`src/rtl/fetch_unit_if.sv`:
```
// Bus between the fetch stage and its neighbours: imem port, ALU/regfile feedback,
// and the decoded fields of the issued instruction.
interface fetch_unit_if #(
    parameter int ADDR_W = 12
);
    logic              stall;
    logic [ADDR_W-1:0] address_imem;
    logic [31:0]       q_imem;
    logic              is_ne;
    logic              is_lt;
    logic [31:0]       rd_data;
    logic              rstatus_nz;
    logic              instr_valid;
    logic [4:0]        opcode;
    logic [4:0]        rd;
    logic [4:0]        rs;
    logic [4:0]        rt;
    logic [4:0]        shamt;
    logic [4:0]        alu_op;
    logic [31:0]       imm32;
    logic [26:0]       target;
    logic [ADDR_W-1:0] issue_pc;
    logic [ADDR_W-1:0] pc_plus1;
    logic              redirect;

    modport master (
        input  stall, q_imem, is_ne, is_lt, rd_data, rstatus_nz,
        output address_imem, instr_valid, opcode, rd, rs, rt, shamt, alu_op,
               imm32, target, issue_pc, pc_plus1, redirect
    );

    modport slave (
        output stall, q_imem, is_ne, is_lt, rd_data, rstatus_nz,
        input  address_imem, instr_valid, opcode, rd, rs, rt, shamt, alu_op,
               imm32, target, issue_pc, pc_plus1, redirect
    );
endinterface

```
`src/rtl/fetch_unit.sv`:
```
// Fetch / next-PC stage: drives the synchronous imem, decodes the issued word and
// resolves control-flow redirects with a single squashed wrong-path slot.
module fetch_unit #(
    parameter int                ADDR_W   = 12,
    parameter logic [ADDR_W-1:0] RESET_PC = '0
) (
    input  logic          clock,
    input  logic          resetn,
    fetch_unit_if.master  bus
);
    localparam logic [4:0] OP_J   = 5'b00001;
    localparam logic [4:0] OP_JAL = 5'b00011;
    localparam logic [4:0] OP_JR  = 5'b00100;
    localparam logic [4:0] OP_BNE = 5'b00010;
    localparam logic [4:0] OP_BLT = 5'b00110;
    localparam logic [4:0] OP_BEX = 5'b10110;

    logic [ADDR_W-1:0] fetch_pc_reg, fetch_pc_next;
    logic [ADDR_W-1:0] issue_pc_reg, issue_pc_next;
    logic              valid_reg, valid_next;

    logic [31:0]       instr;
    logic [31:0]       imm32_w;
    logic [ADDR_W-1:0] branch_pc;
    logic [ADDR_W-1:0] npc;
    logic              taken;
    logic              redirect_w;
    logic              unused_rd_bits;

    // A bubble decodes as all-zero, i.e. add r0,r0,r0.
    assign instr = valid_reg ? bus.q_imem : 32'd0;

    genvar gi;
    generate
        for (gi = 0; gi < 32; gi++) begin : g_imm
            if (gi < 17) begin : g_low
                assign imm32_w[gi] = instr[gi];
            end else begin : g_ext
                assign imm32_w[gi] = instr[16];
            end
        end
    endgenerate

    assign branch_pc      = issue_pc_reg + ADDR_W'(1) + imm32_w[ADDR_W-1:0];
    assign unused_rd_bits = ^bus.rd_data[31:ADDR_W];

    always_comb begin
        taken = 1'b0;
        npc   = instr[ADDR_W-1:0];
        case (instr[31:27])
            OP_J, OP_JAL: taken = 1'b1;
            OP_JR: begin
                taken = 1'b1;
                npc   = bus.rd_data[ADDR_W-1:0];
            end
            OP_BNE: begin
                taken = bus.is_ne;
                npc   = branch_pc;
            end
            OP_BLT: begin
                taken = bus.is_lt;
                npc   = branch_pc;
            end
            OP_BEX:  taken = bus.rstatus_nz;
            default: taken = 1'b0;
        endcase
    end

    assign redirect_w = valid_reg & taken;

    // Under stall everything holds, including a pending taken branch.
    always_comb begin
        fetch_pc_next = fetch_pc_reg;
        issue_pc_next = issue_pc_reg;
        valid_next    = valid_reg;
        if (!bus.stall) begin
            issue_pc_next = fetch_pc_reg;
            if (redirect_w) begin
                fetch_pc_next = npc;
                valid_next    = 1'b0;
            end else begin
                fetch_pc_next = fetch_pc_reg + ADDR_W'(1);
                valid_next    = 1'b1;
            end
        end
    end

    always_ff @(posedge clock or negedge resetn) begin
        if (!resetn) begin
            fetch_pc_reg <= RESET_PC;
            issue_pc_reg <= RESET_PC;
            valid_reg    <= 1'b0;
        end else begin
            fetch_pc_reg <= fetch_pc_next;
            issue_pc_reg <= issue_pc_next;
            valid_reg    <= valid_next;
        end
    end

    // Re-reading the issued address while stalled keeps q_imem, and so every output, stable.
    assign bus.address_imem = bus.stall ? issue_pc_reg : fetch_pc_reg;

    assign bus.instr_valid = valid_reg;
    assign bus.opcode      = instr[31:27];
    assign bus.rd          = instr[26:22];
    assign bus.rs          = instr[21:17];
    assign bus.rt          = instr[16:12];
    assign bus.shamt       = instr[11:7];
    assign bus.alu_op      = instr[6:2];
    assign bus.imm32       = imm32_w;
    assign bus.target      = instr[26:0];
    assign bus.issue_pc    = issue_pc_reg;
    assign bus.pc_plus1    = issue_pc_reg + ADDR_W'(1);
    assign bus.redirect    = redirect_w;
endmodule

```
`src/flat_wrapper.sv`:
```
// flat-port wrapper written by rule: the top's interface ports become plain ports
module fetch_unit_flat 
#(
    parameter int                ADDR_W   = 12,
    parameter logic [ADDR_W-1:0] RESET_PC = '0
)
  (clock, resetn, bus_stall, bus_q_imem, bus_is_ne, bus_is_lt, bus_rd_data, bus_rstatus_nz, bus_address_imem, bus_instr_valid, bus_opcode, bus_rd, bus_rs, bus_rt, bus_shamt, bus_alu_op, bus_imm32, bus_target, bus_issue_pc, bus_pc_plus1, bus_redirect);
  fetch_unit_if #(.ADDR_W(ADDR_W)) bus_i ();
  input  logic clock;
  input  logic resetn;
  input wire logic [$bits(bus_i.stall)-1:0] bus_stall;
  input wire logic [$bits(bus_i.q_imem)-1:0] bus_q_imem;
  input wire logic [$bits(bus_i.is_ne)-1:0] bus_is_ne;
  input wire logic [$bits(bus_i.is_lt)-1:0] bus_is_lt;
  input wire logic [$bits(bus_i.rd_data)-1:0] bus_rd_data;
  input wire logic [$bits(bus_i.rstatus_nz)-1:0] bus_rstatus_nz;
  output wire logic [$bits(bus_i.address_imem)-1:0] bus_address_imem;
  output wire logic [$bits(bus_i.instr_valid)-1:0] bus_instr_valid;
  output wire logic [$bits(bus_i.opcode)-1:0] bus_opcode;
  output wire logic [$bits(bus_i.rd)-1:0] bus_rd;
  output wire logic [$bits(bus_i.rs)-1:0] bus_rs;
  output wire logic [$bits(bus_i.rt)-1:0] bus_rt;
  output wire logic [$bits(bus_i.shamt)-1:0] bus_shamt;
  output wire logic [$bits(bus_i.alu_op)-1:0] bus_alu_op;
  output wire logic [$bits(bus_i.imm32)-1:0] bus_imm32;
  output wire logic [$bits(bus_i.target)-1:0] bus_target;
  output wire logic [$bits(bus_i.issue_pc)-1:0] bus_issue_pc;
  output wire logic [$bits(bus_i.pc_plus1)-1:0] bus_pc_plus1;
  output wire logic [$bits(bus_i.redirect)-1:0] bus_redirect;
  assign bus_i.stall = bus_stall;
  assign bus_i.q_imem = bus_q_imem;
  assign bus_i.is_ne = bus_is_ne;
  assign bus_i.is_lt = bus_is_lt;
  assign bus_i.rd_data = bus_rd_data;
  assign bus_i.rstatus_nz = bus_rstatus_nz;
  assign bus_address_imem = bus_i.address_imem;
  assign bus_instr_valid = bus_i.instr_valid;
  assign bus_opcode = bus_i.opcode;
  assign bus_rd = bus_i.rd;
  assign bus_rs = bus_i.rs;
  assign bus_rt = bus_i.rt;
  assign bus_shamt = bus_i.shamt;
  assign bus_alu_op = bus_i.alu_op;
  assign bus_imm32 = bus_i.imm32;
  assign bus_target = bus_i.target;
  assign bus_issue_pc = bus_i.issue_pc;
  assign bus_pc_plus1 = bus_i.pc_plus1;
  assign bus_redirect = bus_i.redirect;
  fetch_unit #(.ADDR_W(ADDR_W), .RESET_PC(RESET_PC)) u_core (.clock(clock), .resetn(resetn), .bus(bus_i));
endmodule
```
`config.mk`:
```
export PLATFORM = sky130hd
export DESIGN_NAME = fetch_unit_flat
export DESIGN_NICKNAME = d
export VERILOG_FILES = /design/src/rtl/fetch_unit_if.sv /design/src/rtl/fetch_unit.sv /design/src/flat_wrapper.sv
export SDC_FILE = /design/constraint.sdc
export NUM_CORES = 1
export LEC_CHECK = 0
export BUFFER_PORTS_ARGS = -buffer_cell sky130_fd_sc_hd__buf_2
export CORE_UTILIZATION = 43
export DETAILED_ROUTE_END_ITERATION = 12
export PLACE_DENSITY_LB_ADDON = 0.08
export SYNTH_ARGS = -nofsm -noshare
export SYNTH_HDL_FRONTEND = slang
export SYNTH_SLANG_ARGS = --single-unit
```
`constraint.sdc`:
```
create_clock -name clock -period 2.9 [get_ports clock]
set_input_delay 0 -clock clock [delete_from_list [all_inputs] [get_ports clock]]
set_output_delay 0 -clock clock [all_outputs]
set_load 0.05 [all_outputs]
```
Word-level counts from Yosys, hierarchy flattened
Index checks and enable logic that the tools add are counted.
{ "totals": {"regBits": 25, "inputBits": 70, "output_inout_bits": 127, "elab_cells": 21} }
{ "op_classes": {"add_sub_neg": 3, "n_eq_ne": 6, "n_mux": 6, "bitwise": 1, "reduce_logical": 2} }
{ "ops": {"columns": ["operator", "count"], "rows": [
  ["2-to-1 mux 32 bit", 1],
  ["adder 12 x 1 -> 12 bit (second input constant)", 2],
  ["2-to-1 mux 12 bit", 2],
  ["case mux 12 bit (2 select lines)", 1],
  ["adder 12 bit", 1],
  ["== test 5 x 2 -> 1 bit (second input constant)", 2],
  ["== test 5 x 3 -> 1 bit (second input constant)", 2],
  ["== test 5 x 1 -> 1 bit (second input constant)", 1],
  ["== test 5 bit (second input constant)", 1],
  ["case mux 1 bit (4 select lines)", 1],
  ["OR reduction 3 bit", 1],
  ["OR reduction 2 bit", 1],
  ["AND 1 bit", 1],
  ["2-to-1 mux 1 bit", 1]
]} }

Longest topological paths before layout
Gate-level depths: netlist of run 1.
{ "depth": {"depth_word": 6, "mapped_depth": 12, "depth_no_buf": 11} }

Worst setup path before layout of run 1
No wires, ideal clock.
{ "synth_path": {"path_kind": "register to register", "startpoint": "register u_core.issue_pc_reg[0] (netlist: u_core.bus.issue_pc[0])", "endpoint": "register u_core.fetch_pc_reg[11]", "setup_ns": 0.077, "arrival_ns": 3.724, "required_time_ns": 2.823, "slack_ns": -0.901, "path_stages_with_launch": 12, "path_buffers": 1, "period_less_slack_ns": 3.801, "path_cell_list": "dfrtp_1 ha_1 and3_1 nand3_1 xnor2_1 ha_1 clkbuf_1 nand2_1 o21ai_0 a211o_1 or3b_2 a21oi_1"} }
{ "synth_via": {"elab_chain_len": 4} }
{ "synth_lines": {"columns": ["item", "line", "rtl"], "rows": [
  ["from (decl)", "fetch_unit.sv:19", "logic [ADDR_W-1:0] issue_pc_reg, issue_pc_next;"],
  ["from (signal assigned)", "fetch_unit.sv:95", "issue_pc_reg <= issue_pc_next;"],
  ["adder 12 x 1 -> 12 bit", null, null],
  ["via bus_pc_plus1[8]", "flat_wrapper.sv:28", "output wire logic [$bits(bus_i.pc_plus1)-1:0] bus_pc_plus1;"],
  ["adder 12 bit", "fetch_unit.sv:44", "assign branch_pc = issue_pc_reg + ADDR_W'(1) + imm32_w[ADDR_W-1:0];"],
  ["case mux 12 bit (2 select lines)", "fetch_unit.sv:50", "case (instr[31:27])"],
  ["2-to-1 mux 12 bit", "fetch_unit.sv:78", "if (redirect_w) begin"],
  ["to (signal assigned)", "fetch_unit.sv:94", "fetch_pc_reg <= fetch_pc_next;"],
  ["to (decl)", "fetch_unit.sv:18", "logic [ADDR_W-1:0] fetch_pc_reg, fetch_pc_next;"]
]} }
The timed path passes the listed nets, and every way through them passes these cells.
A chain may end at the register's enable or synchronous reset.

Worst setup path in the final report of run 1
{ "layout_path": {"startpoint": "register u_core.issue_pc_reg[1] (netlist: u_core.bus.issue_pc[1])", "endpoint": "register u_core.fetch_pc_reg[10]"} }
{ "layout_via": {"elab_chain_len": 4} }
{ "layout_lines": {"columns": ["item", "line"], "rows": [
  ["adder 12 x 1 -> 12 bit", "fetch_unit.sv:44"],
  ["adder 12 bit", "fetch_unit.sv:44"],
  ["case mux 12 bit (2 select lines)", "fetch_unit.sv:50"],
  ["2-to-1 mux 12 bit", "fetch_unit.sv:78"]
]} }
No other way between the ends.

==> results of run 1 <==
-- placed cells by master (no fill, tap or decap), drive strengths merged, types with 3 or more instances in the layout --
cell     count
a21o         3
o21ai       14
o22ai       12
or3          4
dfrtp       25
mux2        10
nand3       14
xor2         7
a21oi       26
inv         18
and3         6
nand4        6
clkbuf       4
xnor2        9
nand2b       8
a2111oi      3
o21a         4
ha          13
nand2       19
a31oi       10
o21bai       3
nor2        32
a211oi       7
buf        191
nor3         6
and2        26
-- path summary, 6_finish.rpt --
kind,start,end,slack [ps],cells after the start
max in group asynchronous,resetn,u_core.bus.issue_pc[6],2260,2
setup reg to reg,u_core.bus.issue_pc[1],u_core.fetch_pc_reg[10],130,9
setup / recovery,u_core.bus.issue_pc[1],u_core.fetch_pc_reg[10],130,9
min in group clock,bus_rd_data[7],u_core.fetch_pc_reg[7],240,5
hold / removal,resetn,u_core.fetch_pc_reg[1],240,2
hold reg to reg,u_core.fetch_pc_reg[1],u_core.fetch_pc_reg[1],550,2
-- power breakdown --
group          switching (W)  leakage, nW  internal, W
registers           0.000255        0.282     0.000504
logic                0.00205         1.56     0.000942
clock network       0.000101       0.0228    0.0000980
-- worst max-delay path: cells and delay by family, from the launching register on --
kind / cells / cell delay (ps)
compound gates: 4 / 1110
xor+xnor: 1 / 160
fa+ha+maj: 2 / 470
flops: 1 / 480
simple gates: 2 / 450
-- metrics by stage --
stage	setup slack, ps	cell area [um^2]	total power (W)
2_1_floorplan	-63.0	3250	0.00319
3_3_place_gp	194	3830	0.00372
3_5_place_dp	185	3830	0.00375
4_1_cts	153	3880	0.00396
5_1_grt	17.1	3880	0.00419
6_report	135	3880	0.00395
-- per-layer routing --
metal / up-vias / wire length [um]
met4: 0 / 19
met3: 2 / 558
met2: 126 / 4630
met5: - / 0
li1: 1550 / -
met1: 1437 / 4010
-- logic make-up after synthesis --
| group | synth area share (%) |
|---|---|
| flip-flops | 21.2 |
| multiplexers | 4.49 |
| AO/OA/AOI/OAI | 20.9 |
| adder cells (fa/ha/maj) | 6.18 |
| buffers and inverters | 20.1 |
| XOR/XNOR | 4.74 |
| AND/OR/NAND/NOR | 22.4 |
-- area by class of cell --
| class | count | area share (%) |
|---|---|---|
| Timing Repair Buffer | 192 | 26.2 |
| Sequential cell | 25 | 16.4 |
| Inverter | 20 | 2.13 |
| Multi-Input combinational cell | 265 | 51.7 |
| Clock buffer | 4 | 1.16 |
| Tap cell | 77 | 2.48 |
-- repair_timing --
item,4_1_cts,5_1_grt
setup endpoints to repair,0,1
hold buffers,1,0
endpoints found under the hold margin,25,0
resized for setup,0,1
==> impl_metrics.toml, run 1 <==
[status]
outcome = "finished with violations"
failing_checks = "DRC"

[cells_and_area]
seq_area_um2 = 636
area_growth_syn_to_layout_pct = 31.4
multi_input_area_mm2 = 0.00201
nets = 591
layout-drive-gt1-share_pct = 48.4
n_antenna_cell = 0
filler_cell_count = 626
post-route-util_pct = 59.8
post_route_insts_no_fill = 583

[global_route]
global_route.usage.met2_pct = 42.6
grt_use_met3_pct = 2.04
grt_antenna_before_repair = 0
global_route.peak_usage_layer = "met2"
gr-usage-met1_pct = 34.3
grt_start_max_net_pins = 37
vias_in_the_first_global_route = 2759
gr-usage-all-layers_pct = 24.5
grt_first_pass_wirelength_mm = 14.1
grt_overflow = 0

[detailed_routing]
drt_first_iter_violations = 282
drc_errors = 15
routed_wire_length_per_instance_um = 15.8
dr_total_vias = 3115
avgViaCountPerCell = 5.34
drt-total-wl_mm = 9.22
first_pass_iters = 12
drtAntennaViolNets = 0

[clock_network]
cts_inserted_buffers = 3
cts.reportedPaths.clkPinSlew_ps = 80
tritoncts_num_sinks = 25
insertion_delay_ps = 260
post-cts-setup-buffer-count = 0
cts_tree = "done"
htreeDepth = 1
cts-root-buf = "sky130_fd_sc_hd__clkbuf_8"
clockBufferDepth = 2

[floorplanning]
die_area_mm2 = 0.00721
fp.dieH_um = 84.9
fp.coreArea_mm2 = 0.00649
die-width_um = 84.9
rows = 29
ioPinCount = 197
floorplan.initialDensity_pct = 45.5

[worst_setup_path]
worst_ep_arrival_time_ps = 2940
setup.worst_path.end_class = "flop"
critPathMaxStageDelay_ps = 480
slowest_stage_cell_on_the_critical_path = "sky130_fd_sc_hd__dfrtp_2"
worstPathCellList = "ha_4 -> xor2_4 -> ha_4 -> nor2b_1 -> o31a_1 -> o41a_1 -> a41o_1 -> or3_1 -> a21oi_1"
critical_path.startpoint_type = "flop"
setup.worst_path.class = "reg2reg"
worst-path-max-fanout = 6
critPathRequiredTime_ps = 3080
cell_occurring_most_often_along_the_worst_timing_path = "sky130_fd_sc_hd__ha_4"

[timing]
final.setup.tns_ps = 0
finalSetupViolations = 0
drv_slew = 0
fin_skew_ps = 6.30
highest_clock_rate_ghz = 0.362
worst_slew_pin_slew_ps = 603
timing.final.crit_share_pct = 95.4
holdWs_ps = 242
final-hold-violation-count = 0
max_slew_margin_pct = 59.8
rsz0062_at_grt = "no"
timing.final.crit_period_ps = 2770

[synthesis]
yosys_register_bits = 25
combined_area_of_all_synthesized_cells_mm2 = 0.00295
ys.warnings.count = 0
ys_seq_area_share_pct = 21.2
synth.cells.most_frequent = "sky130_fd_sc_hd__buf_4 (58), sky130_fd_sc_hd__nor2_1 (32), sky130_fd_sc_hd__a21oi_1 (26), sky130_fd_sc_hd__and2_1 (26), sky130_fd_sc_hd__dfrtp_1 (25)"
ys_types = 50
postSynthNetCount = 471
post_synth_main_area_contributors = "sky130_fd_sc_hd__dfrtp_1 (21%), sky130_fd_sc_hd__buf_4 (15%), sky130_fd_sc_hd__and2_1 (5.5%)"
post-synth-top-area-cell = "sky130_fd_sc_hd__dfrtp_1"
ys.flop_type = "sky130_fd_sc_hd__dfrtp_1"
synth_enable_flop_cells = 0
count_leader_synth = "sky130_fd_sc_hd__buf_4"
synth-async-reset-ratio_pct = 100
post_synth.cell_area_avg_um2 = 7.63
synth_cells = 387
synth_top_cell_area_share_pct = 21.2

[pwr]
power_density_mw_per_mm2 = 1020
static_leakage_nw = 1.86
irDropWorstVdd_mv = 0.782

[worst_hold_path]
min-delay-path-class = "in2async"

[placement]
dpl.cell_count = 578
gpl.final_weighted_congestion = 0.870
io_buffer_count = 176
place.detailed.hpwl_mm = 7.51

[run]
maxCapViolCount = 0
Note: power is estimated with default switching activity, not from simulation.
==> run 2, diff against run 1 <==
Settings changed: MAX_ROUTING_LAYER from default to met4, SKIP_LAST_GASP from default to 1.
==> impl_metrics.toml, run 2 (synthesis results as in run 1) <==
[floorplanning]
ioPinCount = 197
fp.dieH_um = 84.9
rows = 29
die-width_um = 84.9
die_area_mm2 = 0.00721
floorplan.initialDensity_pct = 45.5
fp.coreArea_mm2 = 0.00649

[worst_setup_path]
critPathRequiredTime_ps = 3100
setup.worst_path.end_class = "flop"
worst_ep_arrival_time_ps = 2920
setup.worst_path.class = "reg2reg"
critical_path.startpoint_type = "flop"
worst-path-max-fanout = 5

[status]
outcome = "finished with violations"
failing_checks = "DRC"

[cells_and_area]
filler_cell_count = 599
seq_area_um2 = 636
final_design_area_no_fill_mm2 = 0.00390
area_growth_syn_to_layout_pct = 32.1
multi_input_area_mm2 = 0.00201
layout-drive-gt1-share_pct = 48.7
mostFrequentLayoutCells = "sky130_fd_sc_hd__buf_2 (176), sky130_fd_sc_hd__nor2_1 (31), sky130_fd_sc_hd__a21oi_1 (25)"
nets = 592
n_antenna_cell = 0
mostFrequentLayoutCell = "sky130_fd_sc_hd__buf_2"
post_route_insts_no_fill = 584

[detailed_routing]
dr_total_vias = 3094
first_pass_iters = 11
drc_errors = 15
routed_wire_length_per_instance_um = 15.6
drt_first_iter_violations = 218
drt-total-wl_mm = 9.09
drtAntennaViolNets = 0
avgViaCountPerCell = 5.30

[clock_network]
cts.reportedPaths.clkPinSlew_ps = 90
post-cts-setup-buffer-count = 0
cts-root-buf = "sky130_fd_sc_hd__clkbuf_8"
insertion_delay_ps = 270
cts_inserted_buffers = 3
clockBufferDepth = 2
cts_tree = "done"
htreeDepth = 1
tritoncts_num_sinks = 25

[global_route]
gr-usage-all-layers_pct = 25.3
vias_in_the_first_global_route = 2763
grt_start_max_net_pins = 37
grt_overflow = 0
grt_first_pass_wirelength_mm = 14.1
grt_antenna_before_repair = 0

[pwr]
irDropWorstVdd_mv = 0.894
tot_pwr_w = 0.00396
static_leakage_nw = 1.88
power_density_mw_per_mm2 = 1010

[timing]
final-hold-violation-count = 0
timing.final.crit_share_pct = 94.0
drv_slew = 0
worst_slew_pin_slew_ps = 627
highest_clock_rate_ghz = 0.367
max_slew_margin_pct = 58.2
finalSetupViolations = 0
timing.final.crit_period_ps = 2720
final.setup.tns_ps = 0
rsz0062_at_grt = "no"
fin_skew_ps = 3.81

[worst_hold_path]
min-delay-path-class = "in2async"

[run]
maxCapViolCount = 0

[placement]
place.detailed.hpwl_mm = 7.45
dpl.cell_count = 579
gpl.final_weighted_congestion = 0.883
io_buffer_count = 176
place_area_mm2 = 0.00385
==> run 2: cell count changes in the layout (fill, tap and decap cells not counted) <==
cell	previous run	this run
sky130_fd_sc_hd__clkinv_2	0	1
sky130_fd_sc_hd__buf_12	1	2
sky130_fd_sc_hd__clkbuf_1	1	0
==> run 2: metrics by stage <==
| step | utilization [%] | hold WS [ps] | setup slack (ps) |
|---|---|---|---|
| finish | 60.1 | 239 | 175 |
| global route | 60.1 | 291 | 30.3 |
| CTS | 60.1 | 252 | 182 |
| detailed placement | 59.2 | 17.0 | 218 |
| global placement | 59.2 | 16.8 | 203 |
| floorplan | - | -296 | -63.0 |
==> run 2: critical path: stages, from the launching register on <==
cell	delay, ps
sky130_fd_sc_hd__dfrtp_2	450
sky130_fd_sc_hd__and2_2	250
sky130_fd_sc_hd__ha_1	220
sky130_fd_sc_hd__inv_1	70
sky130_fd_sc_hd__fa_1	200
sky130_fd_sc_hd__nor2b_1	70
sky130_fd_sc_hd__o31a_1	270
sky130_fd_sc_hd__o41a_1	370
sky130_fd_sc_hd__a41o_1	270
sky130_fd_sc_hd__or3_1	320
sky130_fd_sc_hd__a21oi_1	160
==> run 2: layer usage <==
| layer | share of wire [%] | vias to the layer above | track usage (%) |
|---|---|---|---|
| li1 | - | 1555 | - |
| met1 | 44 | 1421 | 33.4 |
| met4 | 0.68 | 0 | 4.62 |
| met3 | 6.3 | 4 | 2.82 |
| met2 | 49 | 114 | 42.5 |
| met5 | 0 | - | - |
==> run 2: layout make-up <==
class                           count  area share (%)
Clock buffer                        3            1.06
Clock inverter                      1           0.128
Timing Repair Buffer              193            26.5
Tap cell                           77            2.47
Multi-Input combinational cell    265            51.4
Inverter                           20            2.12
Sequential cell                    25            16.3
==> run 2: worst paths after layout <==
| check | depth (start not counted) | end | slack [ps] | startpoint |
|---|---|---|---|---|
| setup / recovery | 10 | u_core.fetch_pc_reg[10] | 180 | u_core.bus.instr_valid |
| hold / removal | 2 | u_core.fetch_pc_reg[1] | 240 | resetn |
| setup reg to reg | 10 | u_core.fetch_pc_reg[10] | 180 | u_core.bus.instr_valid |
| hold reg to reg | 2 | u_core.fetch_pc_reg[1] | 560 | u_core.fetch_pc_reg[1] |
| max in group asynchronous | 2 | u_core.bus.issue_pc[6] | 2270 | resetn |
| min in group clock | 5 | u_core.fetch_pc_reg[7] | 250 | bus_rd_data[7] |
==> run 2: power by group <==
part	internal [W]	switching [W]	total, W
combinational	0.000950	0.00206	0.00301
clock	0.0000963	0.000111	0.000207
sequential	0.000504	0.000237	0.000741
total	0.00155	0.00241	0.00396
==> run 2: what timing repair did <==
action / CTS / global route
hold buffers: 1 / 0
hold endpoints to repair: 25 / 0
resized for setup: 0 / 1
setup endpoints to repair: 0 / 1
